### config.mk
export PLATFORM = sky130hd
export DESIGN_NAME = load_store_unit
export DESIGN_NICKNAME = d
export VERILOG_FILES = /design/src/rtl/load_store_unit.sv
export SDC_FILE = /design/constraint.sdc
export NUM_CORES = 1
export LEC_CHECK = 0
export BUFFER_PORTS_ARGS = -buffer_cell sky130_fd_sc_hd__buf_2
export CORE_MARGIN = 1
export CORE_UTILIZATION = 45
export DETAILED_ROUTE_END_ITERATION = 8
export GPL_TIMING_DRIVEN = 1
export PLACE_DENSITY_LB_ADDON = 0.08
export SYNTH_ARGS = -nofsm -noshare
export SYNTH_HDL_FRONTEND = slang
export SYNTH_SLANG_ARGS = --single-unit
### constraint.sdc
create_clock -name clk -period 3.7 [get_ports clk]
set_input_delay 0.185 -clock clk [delete_from_list [all_inputs] [get_ports clk]]
set_output_delay 0.185 -clock clk [all_outputs]
set_load 0.1 [all_outputs]
### src/rtl/load_store_unit.sv
// rtl/load_store_unit.sv - memory-access stage: EX handshake, data-bus request/ack, load extension
//
// Optional feature: define LSU_TIMEOUT_EN to enable the bus timeout counter
// (TIMEOUT_CYCLES, 2..255). Without it, BUS waits for data_ack indefinitely.
//
// Ports:
//   clk, reset (async, active-low)
//   ex_valid/ex_ready handshake with ex_we, ex_size, ex_signed, ex_addr, ex_wdata, ex_rd
//   data_req/data_we/data_addr/data_be/data_out -> bus, data_ack/data_in <- bus
//   wb_valid/wb_addr/wb_data  register-file write-back (one-cycle strobe)
//   stall                     high whenever an operation is in flight
//   fault/fault_addr          one-cycle misalignment/timeout pulse, address held
module load_store_unit #(
    parameter int TIMEOUT_CYCLES = 16
) (
    input  logic        clk,
    input  logic        reset,
    input  logic        ex_valid,
    output logic        ex_ready,
    input  logic        ex_we,
    input  logic [1:0]  ex_size,
    input  logic        ex_signed,
    input  logic [31:0] ex_addr,
    input  logic [31:0] ex_wdata,
    input  logic [2:0]  ex_rd,
    output logic        data_req,
    output logic        data_we,
    output logic [31:0] data_addr,
    output logic [3:0]  data_be,
    output logic [31:0] data_out,
    input  logic        data_ack,
    input  logic [31:0] data_in,
    output logic        wb_valid,
    output logic [2:0]  wb_addr,
    output logic [31:0] wb_data,
    output logic        stall,
    output logic        fault,
    output logic [31:0] fault_addr
);

    typedef enum logic [1:0] {IDLE, BUS, RESP, FAULT} state_t;

    state_t      state;
    logic        op_we;
    logic [1:0]  op_size;
    logic        op_signed;
    logic [1:0]  op_off;
    logic [2:0]  op_rd;

    logic        misaligned;
    logic [3:0]  be_next;
    logic [31:0] lanes_next;
    logic [31:0] shifted;
    logic [31:0] load_ext;

`ifdef LSU_TIMEOUT_EN
    localparam logic [7:0] TIMEOUT_LAST = 8'(TIMEOUT_CYCLES - 1);
    logic [7:0]  wait_cnt;
    logic [31:0] op_addr;
`endif

    // Both decode state directly; reset low must also block the handshake.
    assign ex_ready = reset && (state == IDLE);
    assign stall    = (state != IDLE);

    always_comb begin
        misaligned = 1'b0;
        be_next    = 4'b1111;
        lanes_next = ex_wdata;
        case (ex_size)
            2'b00: begin
                be_next    = 4'b0001 << ex_addr[1:0];
                lanes_next = {4{ex_wdata[7:0]}};
            end
            2'b01: begin
                misaligned = ex_addr[0];
                be_next    = 4'b0011 << ex_addr[1:0];
                lanes_next = {2{ex_wdata[15:0]}};
            end
            2'b10:   misaligned = (ex_addr[1:0] != 2'b00);
            default: misaligned = 1'b1;
        endcase
    end

    // Word loads are always aligned, so the shifted value equals data_in for them.
    always_comb begin
        shifted = data_in >> {op_off, 3'b000};
        case (op_size)
            2'b00:   load_ext = {{24{op_signed & shifted[7]}}, shifted[7:0]};
            2'b01:   load_ext = {{16{op_signed & shifted[15]}}, shifted[15:0]};
            default: load_ext = shifted;
        endcase
    end

    always_ff @(posedge clk or negedge reset) begin
        if (!reset) begin
            state      <= IDLE;
            op_we      <= 1'b0;
            op_size    <= 2'b00;
            op_signed  <= 1'b0;
            op_off     <= 2'b00;
            op_rd      <= 3'd0;
            data_req   <= 1'b0;
            data_we    <= 1'b0;
            data_addr  <= 32'd0;
            data_be    <= 4'd0;
            data_out   <= 32'd0;
            wb_valid   <= 1'b0;
            wb_addr    <= 3'd0;
            wb_data    <= 32'd0;
            fault      <= 1'b0;
            fault_addr <= 32'd0;
`ifdef LSU_TIMEOUT_EN
            wait_cnt   <= 8'd0;
            op_addr    <= 32'd0;
`endif
        end else begin
            case (state)
                IDLE: begin
                    if (ex_valid) begin
                        op_we     <= ex_we;
                        op_size   <= ex_size;
                        op_signed <= ex_signed;
                        op_off    <= ex_addr[1:0];
                        op_rd     <= ex_rd;
`ifdef LSU_TIMEOUT_EN
                        op_addr   <= ex_addr;
                        wait_cnt  <= 8'd0;
`endif
                        if (misaligned) begin
                            fault      <= 1'b1;
                            fault_addr <= ex_addr;
                            state      <= FAULT;
                        end else begin
                            data_req  <= 1'b1;
                            data_we   <= ex_we;
                            data_addr <= {ex_addr[31:2], 2'b00};
                            data_be   <= be_next;
                            data_out  <= lanes_next;
                            state     <= BUS;
                        end
                    end
                end
                BUS: begin
                    if (data_ack) begin
                        data_req <= 1'b0;
                        data_we  <= 1'b0;
                        data_be  <= 4'd0;
                        if (op_we) begin
                            state <= IDLE;
                        end else begin
                            wb_valid <= 1'b1;
                            wb_addr  <= op_rd;
                            wb_data  <= load_ext;
                            state    <= RESP;
                        end
                    end
`ifdef LSU_TIMEOUT_EN
                    // Limit is reached by this ack-less cycle; an ack here would have won above.
                    else if (wait_cnt == TIMEOUT_LAST) begin
                        data_req   <= 1'b0;
                        data_we    <= 1'b0;
                        data_be    <= 4'd0;
                        fault      <= 1'b1;
                        fault_addr <= op_addr;
                        state      <= FAULT;
                    end else begin
                        wait_cnt <= wait_cnt + 8'd1;
                    end
`endif
                end
                RESP: begin
                    wb_valid <= 1'b0;
                    state    <= IDLE;
                end
                FAULT: begin
                    fault <= 1'b0;
                    state <= IDLE;
                end
                default: state <= IDLE;
            endcase
        end
    end

endmodule

==> results of run 1 <==
how the worst min path moves through the flow:
stage	from	to	slack, ns	cells past startpoint
CTS	ex_addr[26]	fault_addr[26]	0.0005	2
finish	ex_addr[23]	data_addr[23]	0.02	2
floorplan	reset	data_addr[10]	-0.11	0
global route	ex_addr[20]	fault_addr[20]	0.01	2
global placement	reset	data_out[12]	0.11	1
detailed placement	reset	data_out[12]	0.11	1
registers in the layout, summed over array words and instances, names as in the netlist:
name / count
data_out: 32
fault_addr: 32
wb_data: 32
data_addr: 30
data_be: 4
op_rd: 3
wb_addr: 3
op_off: 2
op_size: 2
state: 2
data_req: 1
data_we: 1
fault: 1
op_signed: 1
op_we: 1
wb_valid: 1
worst reg2reg max path, stage by stage (launching register included):
cell,delay [ns]
dfrtp_1,0.48
nor3b_4,0.57
nor3b_4,0.27
buf_4,0.41
mux2_2,0.41
logic make-up (layout without fill, tap and decap cells):
logic type | after synthesis | count (layout)
other | 1 | 3
AO/OA/AOI/OAI | 85 | 85
flip-flops | 148 | 148
AND/OR/NAND/NOR | 147 | 147
multiplexers | 129 | 129
buffers and inverters | 42 | 303
stage by stage:
step	setup WS, ns	instances
floorplan	1.16	553
global placement	1.48	947
detailed placement	1.42	947
CTS	1.42	994
global route	1.28	994
finish	1.44	995
layout by cell type (no fill, tap or decap), types with 3 or more instances in the layout:
master	count
mux2_1	4
mux2_2	83
mux2i_1	42
bufinv_16	6
and2_1	6
dfrtp_1	148
a21oi_1	27
buf_4	7
nand3_1	22
nand2_1	60
buf_2	244
a221o_1	8
nor2_1	40
dlygate4sd3_1	17
o21ai_0	41
inv_1	4
clkinv_2	3
clkbuf_16	17
nor2b_1	3
Yosys cell counts:
master     count  area (um2)
dfrtp_1      148        3700
mux2_2        83         935
nand2_1       60         225
mux2i_1       42         420
o21ai_0       41         205
nor2_1        40         150
a21oi_1       27         135
nand3_1       22         110
clkbuf_1      14        52.6
buf_2         13        65.1
a221o_1        8        80.1
and2_1         6        37.5
buf_1          4        15.0
buf_6          4        45.0
inv_1          4        15.0
mux2_1         4        45.0
nor2b_1        3        18.8
a31oi_1        2        12.5
and4_1         2        17.5
buf_4          2        15.0
nand2b_1       2        12.5
nand3b_1       2        15.0
nor3b_4        2        37.5
o21ai_1        2        10.0
or2_2          2        12.5
a21o_1         1        7.51
clkbuf_2       1        5.00
conb_1         1        3.75
nand4_1        1        6.26
nand4bb_1      1        11.3
nor3_1         1        5.00
nor3_2         1        10.0
nor3b_1        1        7.51
nor3b_2        1        12.5
o211ai_1       1        7.51
o21ai_2        1        8.76
o21bai_1       1        7.51
o22ai_1        1        6.26
cell type report:
| type | count | area, um2 | share of cell area, % |
|---|---|---|---|
| Clock inverter | 10 | 204 | 2.36 |
| Inverter | 4 | 15.0 | 0.174 |
| Clock buffer | 20 | 457 | 5.28 |
| Multi-Input combinational cell | 363 | 2580 | 29.9 |
| Antenna cell | 1 | 2.50 | 0.0289 |
| Timing Repair Buffer | 269 | 1460 | 16.8 |
| Tap cell | 180 | 225 | 2.60 |
| Sequential cell | 148 | 3700 | 42.8 |
per-layer routing:
metal	global-route usage, %	share of wire [%]	up-vias
li1	-	-	2422
met1	29.0	43	2424
met2	35.8	49	170
met3	6.79	7.8	12
met4	8.00	0.91	0
met5	0	0	-
what timing repair did:
action,4_1_cts,5_1_grt
hold buffers,17,0
endpoints found under the hold margin,57,0
endpoints found under the setup margin,0,0
==> results.sh, run 1 <==
export IMPL_num_nets_final=910
export IMPL_insertion_delay_ns=0.41
export IMPL_slew_headroom_pct=33.2
export IMPL_hold_ws_ns=0.0152
export IMPL_drive_above_1_share_pct=45.6
export IMPL_worstPathArrival_ns=2.55
export IMPL_cp_slowest_cell="nor3b_4"
export IMPL_syn_area_um2=6490
export IMPL_htree_num_levels=4
export IMPL_dieArea_um2=14900
export IMPL_grt_pass1_vias=5007
export IMPL_finClkSkew_ns=0.0117
export IMPL_rr_endpoint="fault_addr[12]"
export IMPL_syn_inst=552
export IMPL_first_pass_iters=4
export IMPL_synthSimpleGateAreaFrac_pct=10.6
export IMPL_synth_area_per_cell_um2=11.8
export IMPL_initial_utilization_pct=46.4
export IMPL_period_share_pct=61.0
export IMPL_yosysSeqAreaShare_pct=57.1
export IMPL_end_kind="flop"
export IMPL_syn2layout_area_growth_pct=33.2
export IMPL_ios=248
export IMPL_path_delay_family="simple AND/OR/NAND/NOR gates"
export IMPL_postLayoutCoreUtil_pct=61.8
export IMPL_grt_overflow_total=0
export IMPL_synth_compound_area_share_pct=7.40
export IMPL_viasPerCell=5.05
export IMPL_cts_sinks=148
export IMPL_path_cells="nor3b_4 -> nor3b_4 -> buf_4 -> mux2_2"
export IMPL_grt_max_degree=73
export IMPL_cts_path_max_buffers=2
export IMPL_max_freq_ghz=0.443
export IMPL_period_minus_slack_ns=2.26
export IMPL_post_cts_setup_buffers=0
export IMPL_holdCritPathClass="input pin to flop"
export IMPL_final_area_um2=8650
export IMPL_die_w_um=122
export IMPL_drv_cap=0
export IMPL_r2r_start="state[0]"
export IMPL_yosysWarnings=0
export IMPL_critical_path_peak_fanout=33
export IMPL_drtAntennaViolNets=0
export IMPL_r2r_cells=4
export IMPL_place_gp_congestion=0.808
export IMPL_cts_tree="done"
export IMPL_routed_wl_um=16100
export IMPL_placed_area_um2=7810
export IMPL_required_ns=4.00
export IMPL_portBuffers=245
export IMPL_finalSetupViolations=0
export IMPL_endpoint="fault_addr[12]"
export IMPL_route_detailed_drc=0
export IMPL_final_hold_viol_count=0
export IMPL_ctsResizeCount=0
export IMPL_core_area_um2=14000
export IMPL_vias=5028
export IMPL_grt_antenna_before_repair=0
export IMPL_status="finished clean"
export IMPL_synth_top_family_by_area="multiplexers"
export IMPL_crit_start="state[0]"
export IMPL_max_stage_delay_ns=0.57
export IMPL_crit_top_cell="nor3b_4"
export IMPL_synth_distinct_cells=38
export IMPL_timing_setup_tns_ns=0
export IMPL_rows=43
export IMPL_track_usage_pct=22.5
export IMPL_grt_pass1_wl_um=25600
export IMPL_drv_slew=0
export IMPL_drt_iter0_markers=296
export IMPL_root_buffer="clkbuf_16"
export IMPL_synth_seq_cells=148
export IMPL_synthAdderAreaFrac_pct=0
export IMPL_die_h_um=122
export IMPL_synthMuxAreaShare_pct=21.6
export IMPL_crit_cells=4
export IMPL_dpl_hpwl_um=11500
export IMPL_rrSetupSlack_ns=1.44
export IMPL_crit_type="flop to flop"
export IMPL_critPathLaunchType="flop"
export IMPL_cp_num_buf_inv=1
export IMPL_numCtsBuffers=17
export IMPL_clkTransAtPathRegs_ns=0.06
export IMPL_wire_per_inst_um=16.2
export IMPL_rsz0062_at_grt="false"
export IMPL_yosys_area_share_xor_xnor_pct=0
export IMPL_worst_slew_pin_slew_ns=0.999
export IMPL_fill_cells=1179
Power of run 1 is left out: the tool's default activity adds up to more than one toggle a clock period on the data nets, which glitch-free logic cannot reach.
==> run 2: changes to the inputs <==
--- a/config.mk
+++ b/config.mk
@@ -7,7 +7,7 @@
 export LEC_CHECK = 0
 export BUFFER_PORTS_ARGS = -buffer_cell sky130_fd_sc_hd__buf_2
 export CORE_MARGIN = 1
-export CORE_UTILIZATION = 45
+export CORE_UTILIZATION = 44
 export DETAILED_ROUTE_END_ITERATION = 8
 export GPL_TIMING_DRIVEN = 1
 export PLACE_DENSITY_LB_ADDON = 0.08
==> constraint.sdc (replaced) <==
create_clock -name clk -period 1.9 [get_ports clk]
set_input_delay 0.095 -clock clk [delete_from_list [all_inputs] [get_ports clk]]
set_output_delay 0.095 -clock clk [all_outputs]
set_load 0.1 [all_outputs]
==> run 2 against run 1 <==
Compared with the run above: register-to-register slack worse by 1.3 ns; setup slack worse by 1.3 ns; non-clock buffer count is 68 higher; core utilization is 2.6 points higher; critical path depth stayed put; global-route usage is 0.17 points lower; first-iteration DRC count is 24% lower.
==> results.sh, run 2 (same netlist as run 1, synthesis figures left out) <==
export IMPL_status="finished clean"
export IMPL_finalSetupViolations=0
export IMPL_htree_num_levels=4
export IMPL_rsz0062_at_grt="false"
export IMPL_cts_tree="done"
export IMPL_syn2layout_area_growth_pct=43.8
export IMPL_final_cells=1067
export IMPL_die_w_um=123
export IMPL_dp_cells=966
export IMPL_dieArea_um2=15200
export IMPL_numCtsBuffers=17
export IMPL_grt_antenna_before_repair=1
export IMPL_clkTransAtPathRegs_ns=0.06
export IMPL_max_freq_ghz=0.573
export IMPL_slew_headroom_pct=58.7
export IMPL_cts_sinks=148
export IMPL_track_usage_pct=22.3
export IMPL_ctsResizeCount=0
export IMPL_final_cell_mix="buf_2 (243), dfrtp_1 (148), mux2_2 (83), dlygate4sd3_1 (70), nand2_1 (60)"
export IMPL_core_area_um2=14500
export IMPL_reg_top3="data_out (32), fault_addr (32), wb_data (32)"
export IMPL_worst_slew_pin_slew_ns=0.619
export IMPL_root_buffer="clkbuf_16"
export IMPL_final_hold_viol_count=0
export IMPL_drv_slew=0
export IMPL_grt_max_degree=73
export IMPL_num_nets_final=978
export IMPL_place_gp_congestion=0.852
export IMPL_drt_iter0_markers=225
export IMPL_layout_commonest_cell="buf_2"
export IMPL_post_cts_setup_buffers=0
export IMPL_multi_input_area_um2=2590
export IMPL_cp_num_buf_inv=1
export IMPL_routed_wl_um=16600
export IMPL_first_pass_iters=6
export IMPL_route_detailed_drc=0
export IMPL_max_stage_delay_ns=0.52
export IMPL_wire_per_inst_um=15.5
export IMPL_cp_slowest_cell="nor3b_2"
export IMPL_holdCritPathClass="input pin to flop"
export IMPL_drv_cap=0
export IMPL_drive_above_1_share_pct=43.8
export IMPL_grt_pass1_vias=5253
export IMPL_drtAntennaViolNets=0
export IMPL_path_delay_family="simple AND/OR/NAND/NOR gates"
export IMPL_end_kind="flop"
export IMPL_initial_utilization_pct=44.8
export IMPL_path_cells="nand4bb_1 -> buf_4 -> nor3b_2 -> a221o_1"
export IMPL_hold_ws_ns=0.0109
export IMPL_period_share_pct=91.8
export IMPL_regArea_um2=3700
export IMPL_worstPathArrival_ns=2.08
export IMPL_finClkSkew_ns=0.00547
export IMPL_ios=248
export IMPL_rows=44
export IMPL_vias=5356
export IMPL_critical_path_peak_fanout=15
export IMPL_grt_overflow_total=0
export IMPL_portBuffers=245
export IMPL_dpl_hpwl_um=11500
export IMPL_critPathLaunchType="flop"
export IMPL_viasPerCell=5.02
export IMPL_grt_pass1_wl_um=25900
export IMPL_required_ns=2.24
export IMPL_crit_type="flop to flop"
export IMPL_timing_setup_tns_ns=0
export IMPL_cts_path_max_buffers=2
export IMPL_fill_cells=1179
export IMPL_cts_hold_buffers=70
export IMPL_insertion_delay_ns=0.41
export IMPL_period_minus_slack_ns=1.74
export IMPL_die_h_um=123
[run 2: cell count changes in the layout (fill, tap and decap cells not counted), moves of 2 or more]
| cell | previous run | this run |
|---|---|---|
| buf_4 | 7 | 19 |
| clkinvlp_4 | 0 | 3 |
| clkinv_2 | 3 | 1 |
| buf_12 | 0 | 4 |
| dlygate4sd3_1 | 17 | 70 |
[run 2: area by class of cell]
class                           count  share of cell area [%]
Sequential cell                   148                    39.7
Multi-Input combinational cell    363                    27.8
Timing Repair Buffer              337                    23.0
Clock buffer                       21                    4.93
Tap cell                          184                    2.47
Clock inverter                      9                    1.90
Inverter                            4                   0.161
Antenna cell                        1                  0.0268
[run 2: worst paths after layout]
path | end | start | slack (ns) | cells after the start
worst max-delay path | wb_data[30] | state[1] | 0.16 | 4
worst min-delay path | data_out[25] | ex_wdata[25] | 0.01 | 3
worst max register to register | wb_data[30] | state[1] | 0.16 | 4
worst min register to register | wb_addr[2] | op_rd[2] | 0.47 | 2
max in group asynchronous | data_addr[5] | reset | 0.87 | 3
min in group asynchronous | data_out[12] | reset | 0.12 | 2
[run 2: per-stage QoR]
step                      worst slack, ns  util [%]  instance area (um2)
after CTS                           0.135      64.4                 9330
after global placement              0.197      55.2                 7990
after floorplan                    0.0819         -                 6500
final                               0.155      64.5                 9330
after global routing               0.0373      64.5                 9330
after detailed placement            0.182      55.2                 7990
[run 2: per-layer routing]
layer  up-vias  track usage, %  wire [um]
met4         0            8.96        357
met2       176            36.8       8130
li1       2559               -          -
met1      2592            27.7       7120
met3        29            6.13        972
met5         -               0          0
[run 2: tightest hold or removal path: stages]
cell and delay (ns):
buf_2 0.08, a21oi_1 0.05, o21ai_0 0.15
Power of run 2 is left out for the same reason.
